==> src/rtl/snd_mixer_mc_pkg.sv <==
// Shared types for the multi-channel sound mixer: pan routing codes and mixer FSM states.
package snd_mixer_mc_pkg;

    typedef enum logic [1:0] {
        PAN_MUTE = 2'b00,
        PAN_L    = 2'b01,
        PAN_R    = 2'b10,
        PAN_LR   = 2'b11
    } pan_t;

    typedef enum logic [1:0] {
        IDLE  = 2'd0,
        ACC   = 2'd1,
        LATCH = 2'd2
    } mix_state_t;

endpackage

==> src/rtl/snd_mixer_mc_sd_dac1.sv <==
// First-order sigma-delta modulator: the carry out of sd + pcm is the output bitstream.
module sd_dac1 #(
    parameter int W = 10
) (
    input  logic         clk28,
    input  logic         rst_n,
    input  logic [W-1:0] pcm,
    output logic         dac
);

    logic [W-1:0] sd;
    logic [W:0]   sum;

    assign sum = {1'b0, sd} + {1'b0, pcm};

    always_ff @(posedge clk28) begin
        if (!rst_n) begin
            sd  <= '0;
            dac <= 1'b0;
        end else begin
            sd  <= sum[W-1:0];
            dac <= sum[W];
        end
    end

endmodule

==> src/rtl/snd_mixer_mc.sv <==
// Multi-channel volume/pan mixer: one channel accumulated per clk28, two sigma-delta outputs.
// Define MIXER_SAT_EN for output gain (GAIN_SHIFT) with saturation and clip flags.
module snd_mixer_mc
    import snd_mixer_mc_pkg::*;
#(
    parameter int CHANNELS   = 6,
    parameter int WIDTH      = 8,
    parameter int SAMPLE_DIV = 64,
    parameter int GAIN_SHIFT = 1
) (
    input  logic                      clk28,
    input  logic                      rst_n,
    input  logic [CHANNELS*WIDTH-1:0] ch_data,
    input  logic [CHANNELS*3-1:0]     ch_vol,
    input  logic [CHANNELS*2-1:0]     ch_pan,
    output logic                      dac_l,
    output logic                      dac_r,
    output logic                      sample_stb,
    output logic                      clip_l,
    output logic                      clip_r
);

    // state | meaning
    // IDLE  | wait for pcnt==0, then clear accumulators and start at channel 0
    // ACC   | add channel ci's scaled term to the enabled sides, advance ci
    // LATCH | transfer accumulators to pcm (with optional gain/saturation)

    localparam int SUM_W = WIDTH + $clog2(CHANNELS);
    localparam int CI_W  = $clog2(CHANNELS);
    localparam int PC_W  = $clog2(SAMPLE_DIV);
    localparam logic [CI_W-1:0] CI_LAST = CI_W'(CHANNELS - 1);
    localparam logic [PC_W-1:0] PC_LAST = PC_W'(SAMPLE_DIV - 1);

    mix_state_t state, state_nxt;

    logic [PC_W-1:0]  pcnt;
    logic [CI_W-1:0]  ci;
    logic [SUM_W-1:0] acc_l, acc_r;
    logic [SUM_W-1:0] pcm_l, pcm_r;
    logic [SUM_W-1:0] sat_l, sat_r;
    logic             over_l, over_r;

    logic [WIDTH-1:0] cur_data;
    logic [2:0]       cur_vol;
    pan_t             cur_pan;
    logic [3:0]       gain;
    logic [WIDTH+2:0] prod;
    logic [SUM_W-1:0] term;
    logic             add_l, add_r;
    logic             unused_prod_lsb;
    logic             unused_gain;

    assign cur_data = ch_data[ci*WIDTH +: WIDTH];
    assign cur_vol  = ch_vol[ci*3 +: 3];
    assign cur_pan  = pan_t'(ch_pan[ci*2 +: 2]);
    assign gain     = {1'b0, cur_vol} + 4'd1;

    // data * (vol+1) built from shifted copies of data, one per set bit of the gain
    always_comb begin
        prod = '0;
        for (int b = 0; b < 4; b++) begin
            if (gain[b]) begin
                prod = prod + ({3'b000, cur_data} << b);
            end
        end
    end

    assign term            = SUM_W'(prod[WIDTH+2:3]);
    assign unused_prod_lsb = ^prod[2:0];

`ifdef MIXER_SAT_EN
    localparam int SH_W = SUM_W + GAIN_SHIFT;
    logic [SH_W-1:0] sh_l, sh_r;

    assign sh_l        = SH_W'(acc_l) << GAIN_SHIFT;
    assign sh_r        = SH_W'(acc_r) << GAIN_SHIFT;
    assign over_l      = (sh_l >> SUM_W) != '0;
    assign over_r      = (sh_r >> SUM_W) != '0;
    assign sat_l       = over_l ? '1 : sh_l[SUM_W-1:0];
    assign sat_r       = over_r ? '1 : sh_r[SUM_W-1:0];
    assign unused_gain = 1'b0;
`else
    assign over_l      = 1'b0;
    assign over_r      = 1'b0;
    assign sat_l       = acc_l;
    assign sat_r       = acc_r;
    assign unused_gain = (GAIN_SHIFT != 0);
`endif

    always_comb begin
        state_nxt = state;
        add_l     = 1'b0;
        add_r     = 1'b0;
        case (state)
            IDLE: begin
                if (pcnt == '0) state_nxt = ACC;
            end
            ACC: begin
                add_l = (cur_pan == PAN_L) || (cur_pan == PAN_LR);
                add_r = (cur_pan == PAN_R) || (cur_pan == PAN_LR);
                if (ci == CI_LAST) state_nxt = LATCH;
            end
            LATCH:   state_nxt = IDLE;
            default: state_nxt = IDLE;
        endcase
    end

    always_ff @(posedge clk28) begin
        if (!rst_n) state <= IDLE;
        else        state <= state_nxt;
    end

    always_ff @(posedge clk28) begin
        if (!rst_n) begin
            pcnt       <= '0;
            ci         <= '0;
            acc_l      <= '0;
            acc_r      <= '0;
            pcm_l      <= '0;
            pcm_r      <= '0;
            clip_l     <= 1'b0;
            clip_r     <= 1'b0;
            sample_stb <= 1'b0;
        end else begin
            pcnt       <= (pcnt == PC_LAST) ? '0 : pcnt + 1'b1;
            sample_stb <= (state == LATCH);
            case (state)
                IDLE: begin
                    if (pcnt == '0) begin
                        acc_l <= '0;
                        acc_r <= '0;
                        ci    <= '0;
                    end
                end
                ACC: begin
                    if (add_l) acc_l <= acc_l + term;
                    if (add_r) acc_r <= acc_r + term;
                    ci <= (ci == CI_LAST) ? '0 : ci + 1'b1;
                end
                LATCH: begin
                    pcm_l  <= sat_l;
                    pcm_r  <= sat_r;
                    clip_l <= over_l;
                    clip_r <= over_r;
                end
                default: ;
            endcase
        end
    end

    sd_dac1 #(.W(SUM_W)) u_dac_l (
        .clk28 (clk28),
        .rst_n (rst_n),
        .pcm   (pcm_l),
        .dac   (dac_l)
    );

    sd_dac1 #(.W(SUM_W)) u_dac_r (
        .clk28 (clk28),
        .rst_n (rst_n),
        .pcm   (pcm_r),
        .dac   (dac_r)
    );

endmodule

==> config.mk <==
export PLATFORM = sky130hd
export DESIGN_NAME = snd_mixer_mc
export DESIGN_NICKNAME = d
export VERILOG_FILES = /design/src/rtl/snd_mixer_mc_pkg.sv /design/src/rtl/snd_mixer_mc_sd_dac1.sv /design/src/rtl/snd_mixer_mc.sv
export SDC_FILE = /design/constraint.sdc
export NUM_CORES = 1
export LEC_CHECK = 0
export ABC_AREA = 1
export CAP_MARGIN = 40
export CORE_MARGIN = 2
export CORE_UTILIZATION = 50
export CTS_CLUSTER_DIAMETER = 30
export CTS_CLUSTER_SIZE = 16
export DETAILED_ROUTE_END_ITERATION = 12
export GPL_TIMING_DRIVEN = 0
export MAX_ROUTING_LAYER = met4
export PLACE_DENSITY = 0.83
export SETUP_SLACK_MARGIN = 0.02
export SYNTH_ARGS = -nofsm -noshare
export SYNTH_HDL_FRONTEND = slang
export SYNTH_SLANG_ARGS = --single-unit
==> constraint.sdc <==
create_clock -name clk28 -period 6.1 [get_ports clk28]
set_input_delay 0.61 -clock clk28 [delete_from_list [all_inputs] [get_ports clk28]]
set_output_delay 0.61 -clock clk28 [all_outputs]
set_load 0.01 [all_outputs]
Word level (Yosys, flattened, before mapping):

Index checks and enable logic that the tools add are counted.

* output and inout port bits: 5
* logic and storage cells: 65
* register bits: 80
* input port bits: 80

* equal/unequal tests: 11
* multipliers: 1
* bitwise gates (word level): 1
* reductions and logical operators: 10
* shift-type cells: 3
* $add $sub $neg: 10
* multiplexer cells: 17

Operator list (count)
* $mux W11: 6
* $shiftx A48 B7 Y8: 1
* $pmux W11 S2: 2
* $add A11 B11 Y12: 2
* $add A11 B8 Y11: 2
* $shiftx A18 B6 Y3: 1
* $shiftx A12 B5 Y2: 1
* $add A11 B10 Y11: 1
* $add A11 B11 Y11: 1
* $add A8 B9 Y10: 1
* $mux W8: 1
* $ne A2 B2 Y1 const B: 4
* $add A6 B1 Y6 const B: 1
* $eq A2 B2 Y1 const B: 3
* $eq A6 B6 Y1 const B: 1
* $logic_not A6 Y1: 1
* $mux W3: 2
* $pmux W3 S2: 1
* $reduce_and A3 Y1: 2
* $mul A3 B2 Y5 const B: 1
* $add A3 B1 Y4 const B: 1
* $eq A2 B1 Y1 const B: 2
* $mux W2: 2
* $pmux W2 S2: 1
* 9 further kinds: 12

Depth between registers and ports, before layout:

Gate-level depths: netlist of the first run.

* depth in word-level cells: 13
* depth in mapped cells: 54
* mapped depth without buffers: 53

Hierarchy:

A second synthesis of the first run with hierarchy kept.

* cells, all modules: 1047
* area total of the unflattened synthesis: 6739.0 um^2

By module, submodules not included
* snd_mixer_mc: times used 1, area each 4941.0 um^2, cells an instance 768, sequential area each 1121.1 um^2
* sd_dac1 at u_dac_r: times used 1, area each 899.6 um^2, cells an instance 139, sequential area each 240.2 um^2
* sd_dac1 at u_dac_l: times used 1, area each 898.4 um^2, cells an instance 140, sequential area each 240.2 um^2

Worst setup path after synthesis of the first run:

OpenSTA, ideal clock, no wires.

* path kind: reg2reg
* start: register ci[0]
* end: register acc_r[9]
* buffers on the path: 4
* required time: 5.981 ns
* period minus slack after synthesis: 5.493 ns
* cell stages (with the launch flop): 42
* slack: 0.607 ns
* arrival time: 5.374 ns
* library setup time: 0.119 ns
* path through: dfxtp_1 -> buf_6 -> buf_6 -> clkbuf_1 -> o21ai_0 -> o21ai_0 -> nand2_1 -> o21ai_0 -> ha_1 -> inv_1 -> clkbuf_1 -> nand2_1 -> a21boi_0 -> ha_1 -> nand2_1 -> inv_1 -> nor2_1 -> nand2_1 -> [... 6 more ...] -> o21ai_0 -> inv_1 -> ha_1 -> a21oi_1 -> nor2_1 -> nor2_1 -> nor2_1 -> nor2_1 -> nor2_1 -> nor2_1 -> nor2_1 -> inv_1 -> a21oi_1 -> o21ai_0 -> nand2_1 -> nand3_1 -> xor2_1 -> nor2_1

* longest elaborated chain between the ends: 13
* elaborated cells between the ends (all ways): 21

Ends and longest elaborated chain
* start, declared: RTL line snd_mixer_mc.sv:37 `logic [CI_W-1:0] ci;`
* start signal, assigned: RTL line snd_mixer_mc.sv:138 `ci <= (ci == CI_LAST) ? '0 : ci + 1'b1;`
* $mul A3 B2 Y5: RTL line snd_mixer_mc.sv:54 `assign cur_vol = ch_vol[ci*3 +: 3];`
* $shiftx A18 B6 Y3: RTL line snd_mixer_mc.sv:54
* $add A3 B1 Y4: RTL line snd_mixer_mc.sv:56 `assign gain = {1'b0, cur_vol} + 4'd1;`
* $mux W8: RTL line snd_mixer_mc.sv:62 `if (gain[b]) begin`
* $add A8 B9 Y10: RTL line snd_mixer_mc.sv:63 `prod = prod + ({3'b000, cur_data} << b);`
* $mux W11: RTL line snd_mixer_mc.sv:62
* $add A11 B10 Y11: RTL line snd_mixer_mc.sv:63
* $mux W11: RTL line snd_mixer_mc.sv:62
* $add A11 B11 Y11: RTL line snd_mixer_mc.sv:63
* $mux W11: RTL line snd_mixer_mc.sv:62
* $add A11 B8 Y11: RTL line snd_mixer_mc.sv:137 `if (add_r) acc_r <= acc_r + term;`
* $mux W11: RTL line snd_mixer_mc.sv:137
* $pmux W11 S2: RTL line snd_mixer_mc.sv:127 `case (state)`
* end signal, assigned: RTL line snd_mixer_mc.sv:137
* end, declared: RTL line snd_mixer_mc.sv:38 `logic [SUM_W-1:0] acc_l, acc_r;`

Parallel ways exist; a longest one is shown, timed or not. The select of a mux whose other input is x is not followed.
A chain may end at the register's enable or synchronous reset.

Final worst setup path of the first run:

* start: input port ch_vol[9]
* end: register acc_r[10]

* longest elaborated chain between the ends: 12

Ends and longest elaborated chain
* start, declared: RTL line snd_mixer_mc.sv:14 `input logic [CHANNELS*3-1:0] ch_vol,`
* $shiftx A18 B6 Y3 (*): RTL line snd_mixer_mc.sv:54
* $add A3 B1 Y4 (*): RTL line snd_mixer_mc.sv:56
* $mux W8: RTL line snd_mixer_mc.sv:62
* $add A8 B9 Y10: RTL line snd_mixer_mc.sv:63
* $mux W11: RTL line snd_mixer_mc.sv:62
* $add A11 B10 Y11: RTL line snd_mixer_mc.sv:63
* $mux W11: RTL line snd_mixer_mc.sv:62
* $add A11 B11 Y11: RTL line snd_mixer_mc.sv:63
* $mux W11 (*): RTL line snd_mixer_mc.sv:62
* $add A11 B8 Y11 (*): RTL line snd_mixer_mc.sv:137
* $mux W11 (*): RTL line snd_mixer_mc.sv:137
* $pmux W11 S2 (*): RTL line snd_mixer_mc.sv:127

Every way passes the cells marked *; elsewhere a longest branch is shown, timed or not. The select of a mux whose other input is x is not followed.

==> impl_metrics.csv, run 1 <==
group,metric,value,unit
critical_path,cp-start-kind,"input port",
min_path,hold_class,"flip-flop to flip-flop",
critical_path,reg2reg_from,"ci[0]",
cells_and_area,register_area,1610,um^2
global_route,grt_overflow_total,0,
critical_path,r2r-end,"acc_r[10]",
yosys,syn_area_per_cell,6.62,um^2
critical_path,endpoint_kind,"flip-flop",
timing,period_minus_slack,5.73,ns
critical_path,max_stage_delay,0.41,ns
timing,rsz0062_at_grt,"yes",
critical_path,r2r_cells,41,
critical_path,r2r_slack,0.43,ns
yosys,netlist_area,6220,um^2
clocking,cts_tree,"built",
yosys,synth-main-ff-cell,"dfxtp_1",
timing,holdWs,0.463,ns
pwr,p_total,2.92,mW
status,outcome,"finished, final reports clean",
die,core_area,12100,um^2
timing,period_share,94.0,%
drt,wl,16.9,mm
global_route,grt_pass1_wl,26.2,mm
yosys,yosysUniqueCellTypes,54,
timing,hold_viol_final,0,
pwr,sequentialPowerShare,19.6,%
placed_design,portBuffers,82,
yosys,synthTopCellsByArea,"dfxtp_1 (26%), ha_1 (12%), nand2_1 (11%)",
die,die_h,116,um
pwr,clkPwrFrac,16.9,%
pwr,irDropWorstVdd,190,uV
timing,slew_viol_final,0,
die,die_w,116,um
critical_path,arrival,5.95,ns
timing,finalSetupViolCount,0,
drt,antenna_left,0,
yosys,syn_inst,939,
critical_path,worst-endpoint-required,6.32,ns
placed_design,gp_congestion,0.890,
critical_path,crit_fanout,7,
cells_and_area,num-fill-cells,1017,
global_route,grt_max_degree,12,
pwr,power.leakage,3.74,nW
timing,timing.setup.tns,0,ns
cells_and_area,multi_input_area,4300,um^2
drt,drc,0,
yosys,synth_top_area_share,25.7,%
pwr,combPwrFrac,63.5,%
global_route,track_usage,25.0,%
critical_path,path_buf_inv,8,
timing,maxSlewHeadroom,53.7,%
timing,fmaxAchievable,174,MHz
cells_and_area,nets,1199,
placed_design,hpwl,12.3,mm
pwr,p_int,1.61,mW
pwr,switching_share,45.0,%
min_path,worstHoldEndpoint,"pcnt[0]",
critical_path,crit_type,"input port to flip-flop",
run,maxCapViolCount,0,
drt,drt_iter0_markers,513,
critical_path,slowest_stage,"clkdlybuf4s50_1",
cells_and_area,antenna_cells,0,
global_route,antenna_found_initial,0,
min_path,hold_start,"pcnt[0]",
timing,skew,0.00502,ns
global_route,grt_pass1_vias,5770,
die,die_area,13300,um^2
yosys,synth_seq_cells,80,
yosys,ys_async_sr_fraction,0,%
yosys,ys_seq_area_share,25.7,%
clocking,cts_root_buf,"clkbuf_16",
die,ios,85,
critical_path,crit_family,"simple AND/OR/NAND/NOR gates",
drt,wire_per_inst,13.7,um
clocking,clkSinkCount,80,
clocking,clk_latency,0.34,ns
critical_path,path_common_cell,"nand2_1",
clocking,cts.path.max_buffers,2,
min_path,hold_path_depth,1,
cells_and_area,drive_gt1_share,15.2,%
drt,dr.pass1.iters,6,
pwr,p_switching,1.31,mW
die,initial_core_util,51.6,%
cells_and_area,areaGrowthSynthToFinish,28.9,%
clocking,cts_buffers,9,
yosys,yosys_warnings,0,
yosys,yosys.area.top_type,"dfxtp_1",
yosys,yosys-top-cells-count,"nand2_1 (181), nor2_1 (139), inv_1 (115)",
yosys,synth_edf_count,0,
clocking,path_clk_slew,0.06,ns
pwr,powerDensity,364,nW/um^2
yosys,post-synth-top-count-cell,"nand2_1",
drt,num_vias,6492,
timing,worst_slew_pin_slew,0.692,ns
die,rows,40,
drt,viasPerCell,5.29,
clocking,htreeDepth,3,
-- registers in the layout, indices dropped and copies added (netlist names) --
register     flops
u_dac_l.dac      1
u_dac_l.sd      11
pcm_r           11
state            2
ci               3
acc_l           11
u_dac_r.dac      1
pcnt             6
acc_r           11
sample_stb       1
u_dac_r.sd      11
pcm_l           11
-- logic make-up (layout without fill, tap and decap cells) --
logic type | after synthesis | in the layout | synth area share [%]
AO/OA/AOI/OAI | 204 | 204 | 18.8
XOR/XNOR | 10 | 10 | 1.71
adder cells (fa/ha/maj) | 64 | 64 | 13.5
buffers and inverters | 155 | 274 | 10.2
flip-flops | 80 | 80 | 25.7
other | 1 | 2 | 0.0603
AND/OR/NAND/NOR | 425 | 425 | 30.0
-- final cells by class --
type                    instances  area share [%]
clock buffers                  15            3.34
plain buffers                  27            2.04
inverters                     128            6.05
repair buffers                104            12.3
well taps                     168            2.62
flip-flops and latches         80            20.0
multi-input cells             705            53.6
-- worst max-delay path by stage --
stage                     startpoint   endpoint  depth (start not counted)
after global placement         ci[0]   acc_r[9]                         41
final                      ch_vol[9]  acc_r[10]                         43
after detailed placement       ci[0]  acc_r[10]                         39
after global routing       ch_vol[9]  acc_r[10]                         52
after floorplan                ci[0]   acc_r[9]                         41
after CTS                      ci[0]  acc_r[10]                         40
-- what timing repair did --
item	4_1_cts	5_1_grt
endpoints found under the setup margin	12	12
setup buffers	1	22
resized for setup	15	77
pin swaps	2	40
hold buffers	0	0
-- power by group through the flow --
stage / clock [mW] / combinational (mW) / sequential, mW
floorplan: 0 / 1.15 / 0.573
detailed placement: 0 / 1.45 / 0.582
finish: 0.492 / 1.85 / 0.573
CTS: 0.499 / 1.50 / 0.571
global placement: 0 / 1.42 / 0.581
global route: 0.519 / 2.08 / 0.575
-- cells in the final DEF (no fill, tap or decap), types with 4 or more instances in the layout --
| cell type | synthesis | layout |
|---|---|---|
| nand4_1 | 7 | 7 |
| o21ai_0 | 82 | 69 |
| clkbuf_16 | 0 | 9 |
| nand3_2 | 8 | 7 |
| dfxtp_1 | 80 | 78 |
| nand3_1 | 45 | 45 |
| nand2_1 | 181 | 170 |
| nor2_2 | 2 | 7 |
| or2_2 | 5 | 5 |
| o21ai_2 | 2 | 8 |
| buf_4 | 2 | 26 |
| o21ai_1 | 11 | 17 |
| nor2_1 | 139 | 134 |
| o21a_1 | 4 | 4 |
| clkbuf_1 | 18 | 19 |
| nand2_2 | 13 | 21 |
| clkdlybuf4s50_1 | 0 | 82 |
| ha_4 | 0 | 8 |
| xor2_1 | 7 | 6 |
| a211oi_1 | 5 | 4 |
| inv_1 | 115 | 110 |
| ha_1 | 59 | 49 |
| buf_6 | 5 | 6 |
| nand2_4 | 3 | 6 |
| a22oi_1 | 5 | 5 |
| nor3_1 | 10 | 9 |
| a21oi_1 | 67 | 61 |
| a21oi_2 | 2 | 8 |
| inv_2 | 11 | 15 |
-- routing by layer --
| metal | wire length (um) | up-vias | GRT usage (%) |
|---|---|---|---|
| li1 | - | 3308 | - |
| met1 | 7290 | 2956 | 31.1 |
| met2 | 8140 | 203 | 42.9 |
| met3 | 1150 | 25 | 4.39 |
| met4 | 287 | 0 | 4.66 |
| met5 | 0 | - | - |
-- worst register-to-register path, delay by kind of cell (launching register included) --
family,cells,cell delay [ns]
simple gates,19,1.87
buf+inv,10,1.10
xor+xnor,1,0.14
compound gates,8,1.14
fa+ha+maj,3,0.91
flops,1,0.40
-- stage by stage --
stage | std cells | util [%] | worst slack (ns) | area, um^2
floorplan | 940 | - | 0.607 | 6220
global placement | 1190 | 60.1 | -0.558 | 7250
detailed placement | 1190 | 60.1 | -0.652 | 7250
CTS | 1206 | 62.7 | 0.0375 | 7570
global route | 1227 | 66.5 | -0.115 | 8020
finish | 1227 | 66.5 | 0.366 | 8020
Power figures use the tool's default switching activity.
==> inputs of run 2 (changes only) <==
- ABC_AREA: 1 -> not set
- CELL_PAD_IN_SITES_DETAIL_PLACEMENT: not set -> 1
- CELL_PAD_IN_SITES_GLOBAL_PLACEMENT: not set -> 2
- CORE_UTILIZATION: 50 -> 33
- PLACE_DENSITY: 0.83 -> 0.9
==> impl_metrics.csv, run 2 <==
group,metric,value,unit
cells_and_area,layout_common_cells,"nand2_1 (84), dfxtp_1 (77), clkdlybuf4s50_1 (74), nor2_1 (69), a21oi_1 (67)",
min_path,hold_start,"acc_l[10]",
drt,num_vias,6094,
drt,wire_per_inst,18.4,um
run,maxCapViolCount,0,
critical_path,crit_start,"ch_data[32]",
clocking,htreeDepth,3,
global_route,grt_max_degree,14,
cells_and_area,design_area,8850,um^2
drt,viasPerCell,5.24,
global_route,grt_pass1_vias,6436,
die,core_area,18600,um^2
yosys,synth_top_area_share,25.6,%
placed_design,placed_cell_area,7570,um^2
yosys,netlist_area,6260,um^2
critical_path,cp-start-kind,"input port",
die,die_area,20100,um^2
die,initial_core_util,33.6,%
cells_and_area,postLayoutCoreUtil,47.5,%
die,die_w,142,um
timing,worst_slew_pin_slew,0.898,ns
yosys,post-synth-top-count-cell,"nand2_1",
die,rows,50,
yosys,yosys_warnings,0,
drt,dr.pass1.iters,4,
critical_path,crit_type,"input port to flip-flop",
placed_design,pre_cts_ws,-1.63,ns
global_route,antenna_found_initial,0,
critical_path,max_stage_delay,0.52,ns
pwr,p_switching,1.05,mW
critical_path,path_common_cell,"ha_4",
pwr,p_int,1.64,mW
critical_path,endpoint_kind,"flip-flop",
pwr,switching_share,38.9,%
yosys,syn_area_per_cell,8.13,um^2
yosys,synth-main-ff-cell,"dfxtp_1",
cells_and_area,layout_commonest_cell,"nand2_1",
yosys,yosys-top-cells-count,"nand2_1 (91), a21oi_1 (87), dfxtp_1 (80)",
status,violations,"setup timing",
die,ios,85,
min_path,hold_class,"flip-flop to flip-flop",
global_route,track_usage,21.7,%
placed_design,hpwl,15.1,mm
drt,wl,21.4,mm
yosys,synthTopCellsByArea,"dfxtp_1 (26%), ha_1 (12%), a21oi_1 (7.0%)",
critical_path,worst-endpoint-required,6.32,ns
critical_path,slowest_stage,"or4_4",
timing,rsz0062_at_grt,"yes",
cells_and_area,drive_gt1_share,24.0,%
placed_design,dp.cells,1089,
yosys,yosysUniqueCellTypes,80,
global_route,grt_pass1_wl,33.4,mm
pwr,combPwrFrac,59.0,%
yosys,synth_seq_cells,80,
clocking,clkSinkCount,80,
status,outcome,"finished, violations left",
critical_path,arrival,6.86,ns
placed_design,portBuffers,82,
timing,setup_slack,-0.540,ns
cells_and_area,areaGrowthSynthToFinish,41.4,%
die,die_h,142,um
yosys,ys_async_sr_fraction,0,%
clocking,cts_buffers,9,
drt,drc,0,
global_route,grt_overflow_total,0,
pwr,clkPwrFrac,20.1,%
yosys,yosys.area.top_type,"dfxtp_1",
timing,maxSlewHeadroom,40.2,%
yosys,ys_seq_area_share,25.6,%
cells_and_area,fin_cells,1164,
timing,slew_viol_final,0,
pwr,powerDensity,304,nW/um^2
clocking,cts.path.max_buffers,2,
critical_path,crit_fanout,4,
timing,period_minus_slack,6.64,ns
timing,skew,0.00867,ns
drt,drt_iter0_markers,168,
timing,period_share,109,%
placed_design,gp_congestion,0.803,
clocking,path_clk_slew,0.06,ns
clocking,cts_tree,"built",
timing,timing.setup.tns,-3.63,ns
timing,hold_viol_final,0,
clocking,cts_root_buf,"clkbuf_16",
critical_path,reg2reg_from,"ci[1]",
clocking,cts_hold_buf,0,
drt,antenna_left,0,
timing,finalSetupViolCount,10,
yosys,synth_edf_count,0,
yosys,syn_inst,770,
pwr,sequentialPowerShare,20.9,%
pwr,irDropWorstVdd,154,uV
clocking,clk_latency,0.34,ns
pwr,power.leakage,3.44,nW
cells_and_area,nets,1069,
cells_and_area,antenna_cells,0,
timing,fmaxAchievable,151,MHz
run 2: changes by cell type in the layout (fill, tap and decap cells not counted), moves of 14 or more:
cell	change
nand2_1	-86
nor3_1	+14
nand3_1	-32
xnor2_1	+18
inv_1	-72
nor2b_1	+19
nor2_1	-65
buf_4	+34
nand2_2	-15
mux2i_1	+19
o21ai_0	-52
run 2: power by group through the flow:
stage / sequential, mW / clock [mW] / combinational, mW
4_1_cts: 0.562 / 0.551 / 1.42
5_1_grt: 0.564 / 0.571 / 1.72
2_1_floorplan: 0.564 / 0 / 0.904
3_5_place_dp: 0.572 / 0 / 1.18
3_3_place_gp: 0.572 / 0 / 1.15
6_report: 0.562 / 0.539 / 1.59
run 2: final cells by class:
class	instances	area, um^2
Timing Repair Buffer	143	1310
Tap cell	234	293
Clock buffer	11	243
Fill cell	2162	9790
Multi-Input combinational cell	615	4970
Clock inverter	5	56.3
Inverter	46	184
Sequential cell	80	1610
Buffer	30	199
run 2: timing repair:
action | in CTS | in global routing
resized for setup | 81 | 44
buffers inserted | 45 | 14
endpoints found under the setup margin | 17 | 14
pin swaps | 41 | 49
run 2: critical path: cells and delay by family:
family                   cells  cell delay [ns]
AO/OA/AOI/OAI               10             1.90
AND/OR/NAND/NOR             10             1.79
adder cells (fa/ha/maj)      4             0.90
multiplexers                 1             0.47
XOR/XNOR                     2             0.41
buffers and inverters        4             0.76
run 2: metrics by stage:
| stage | power, mW | hold WS [ns] |
|---|---|---|
| 3_5_place_dp | 1.75 | 0.455 |
| 4_1_cts | 2.53 | 0.464 |
| 3_3_place_gp | 1.72 | 0.451 |
| 5_1_grt | 2.86 | 0.484 |
| 2_1_floorplan | 1.47 | 0.441 |
| 6_report | 2.69 | 0.464 |
run 2: cell families after synthesis:
kind of cell | Yosys count | share of synthesized area, %
simple gates | 271 | 20.4
compound gates | 197 | 20.7
flops | 80 | 25.6
buf+inv | 76 | 5.68
fa+ha+maj | 66 | 13.7
xor+xnor | 40 | 5.72
mux | 39 | 8.17
other cells | 1 | 0.0599
run 2: final timing paths:
path | end | slack (ns) | cells past startpoint
max | acc_r[8] | -0.54 | 31
min | pcm_l[10] | 0.46 | 2
max reg2reg | acc_r[8] | -0.50 | 32
min reg2reg | pcm_l[10] | 0.46 | 2
run 2: per-layer routing:
layer,GRT usage [%],vias to the layer above,part of all wire (%)
li1,-,3021,-
met1,25.0,2954,43
met2,39.6,75,53
met3,2.16,44,1.4
met4,7.21,0,3.3
met5,-,-,0
==> inputs of run 3 (changes only) <==
- MAX_ROUTING_LAYER: met4 -> not set
==> impl_metrics.csv, run 3 (synthesis results as in run 2) <==
group,metric,value,unit
cells_and_area,layout_common_cells,"nand2_1 (84), dfxtp_1 (77), clkdlybuf4s50_1 (74), nor2_1 (69), a21oi_1 (67)",
cells_and_area,drive_gt1_share,24.0,%
clocking,cts_buffers,9,
clocking,cts_root_buf,"clkbuf_16",
critical_path,arrival,6.85,ns
critical_path,path_common_cell,"ha_4",
global_route,grt_overflow_total,0,
clocking,cts_tree,"built",
critical_path,slowest_stage,"or4_4",
critical_path,worst-endpoint-required,6.32,ns
drt,viasPerCell,5.25,
run,maxCapViolCount,0,
timing,hold_viol_final,0,
die,die_area,20100,um^2
timing,fmaxAchievable,151,MHz
global_route,grt_max_degree,14,
placed_design,portBuffers,82,
timing,skew,0.00761,ns
timing,worst_slew_pin_slew,0.859,ns
cells_and_area,antenna_cells,0,
clocking,clkSinkCount,80,
placed_design,pre_cts_ws,-1.63,ns
clocking,cts.path.max_buffers,2,
min_path,hold_class,"flip-flop to flip-flop",
status,violations,"setup timing",
global_route,grt_pass1_vias,6436,
drt,dr.pass1.iters,4,
timing,period_minus_slack,6.64,ns
timing,setup_slack,-0.537,ns
global_route,grt_pass1_wl,33.4,mm
timing,slew_viol_final,0,
placed_design,gp_congestion,0.792,
cells_and_area,layout_commonest_cell,"nand2_1",
drt,wire_per_inst,18.4,um
cells_and_area,design_area,8850,um^2
drt,antenna_left,0,
clocking,path_clk_slew,0.06,ns
cells_and_area,nets,1069,
die,initial_core_util,33.6,%
clocking,cts_hold_buf,0,
cells_and_area,areaGrowthSynthToFinish,41.4,%
timing,maxSlewHeadroom,42.8,%
timing,finalSetupViolCount,10,
status,outcome,"finished, violations left",
die,ios,85,
critical_path,crit_fanout,4,
critical_path,reg2reg_from,"ci[1]",
timing,rsz0062_at_grt,"yes",
die,core_area,18600,um^2
min_path,hold_start,"pcm_r[2]",
placed_design,hpwl,15.1,mm
critical_path,cp-start-kind,"input port",
drt,num_vias,6108,
placed_design,placed_cell_area,7570,um^2
clocking,htreeDepth,3,
clocking,clk_latency,0.34,ns
timing,timing.setup.tns,-3.61,ns
global_route,antenna_found_initial,0,
critical_path,crit_start,"ch_data[32]",
pwr,powerDensity,304,nW/um^2
critical_path,max_stage_delay,0.52,ns
timing,period_share,109,%
pwr,p_total,2.69,mW
drt,drc,0,
die,rows,50,
critical_path,endpoint_kind,"flip-flop",
drt,drt_iter0_markers,197,
die,die_w,142,um
global_route,track_usage,21.1,%
drt,wl,21.4,mm
die,die_h,142,um
critical_path,crit_type,"input port to flip-flop",
pwr,power.leakage,3.44,nW
pwr,irDropWorstVdd,154,uV
==> run 3: worst paths after layout <==
check / endpoint / slack, ns / cells after the start
hold / removal: pcm_r[2] / 0.46 / 2
hold reg to reg: pcm_r[2] / 0.46 / 2
setup reg to reg: acc_r[8] / -0.51 / 34
setup / recovery: acc_r[8] / -0.54 / 31
==> run 3: what timing repair did <==
action | 4_1_cts | 5_1_grt
gates resized for setup | 81 | 44
setup endpoints to repair | 17 | 14
pin swaps | 41 | 49
setup buffers | 45 | 14
==> run 3: power breakdown <==
part	internal [mW]	total [mW]	switching (mW)	leakage [nW]
clock	0.327	0.539	0.211	0.145
sequential	0.540	0.562	0.0222	0.647
combinational	0.776	1.59	0.811	2.64
total	1.64	2.69	1.04	3.44
==> run 3: worst max-delay path, delay by kind of cell <==
family | cells | cell delay, ns
AOI/OAI and AO/OA | 10 | 1.90
xor gates and xnor gates | 2 | 0.42
adders and majority gates | 4 | 0.89
buffers and inverters | 4 | 0.75
muxes | 1 | 0.47
and+or+nand+nor | 10 | 1.79
==> run 3: stage by stage <==
stage                     hold slack [ns]  instances  util [%]
after floorplan                     0.441        771         -
after global placement              0.451       1087      40.5
after detailed placement            0.455       1089      40.6
after CTS                           0.464       1150      45.9
after global routing                0.484       1164      47.5
final                               0.463       1164      47.5
==> run 3: layout make-up <==
class	instances	area (um^2)
Fill cell	2162	9790
Clock inverter	5	56.3
Tap cell	234	293
Inverter	46	184
Multi-Input combinational cell	615	4970
Timing Repair Buffer	143	1310
Buffer	30	199
Clock buffer	11	243
Sequential cell	80	1610
==> run 3: layer usage <==
metal,global-route usage [%],vias to the layer above,wire length (um)
li1,-,3022,-
met1,25.0,2959,9070
met2,39.6,83,11300
met3,2.16,44,302
met4,7.21,0,711
met5,0,-,0
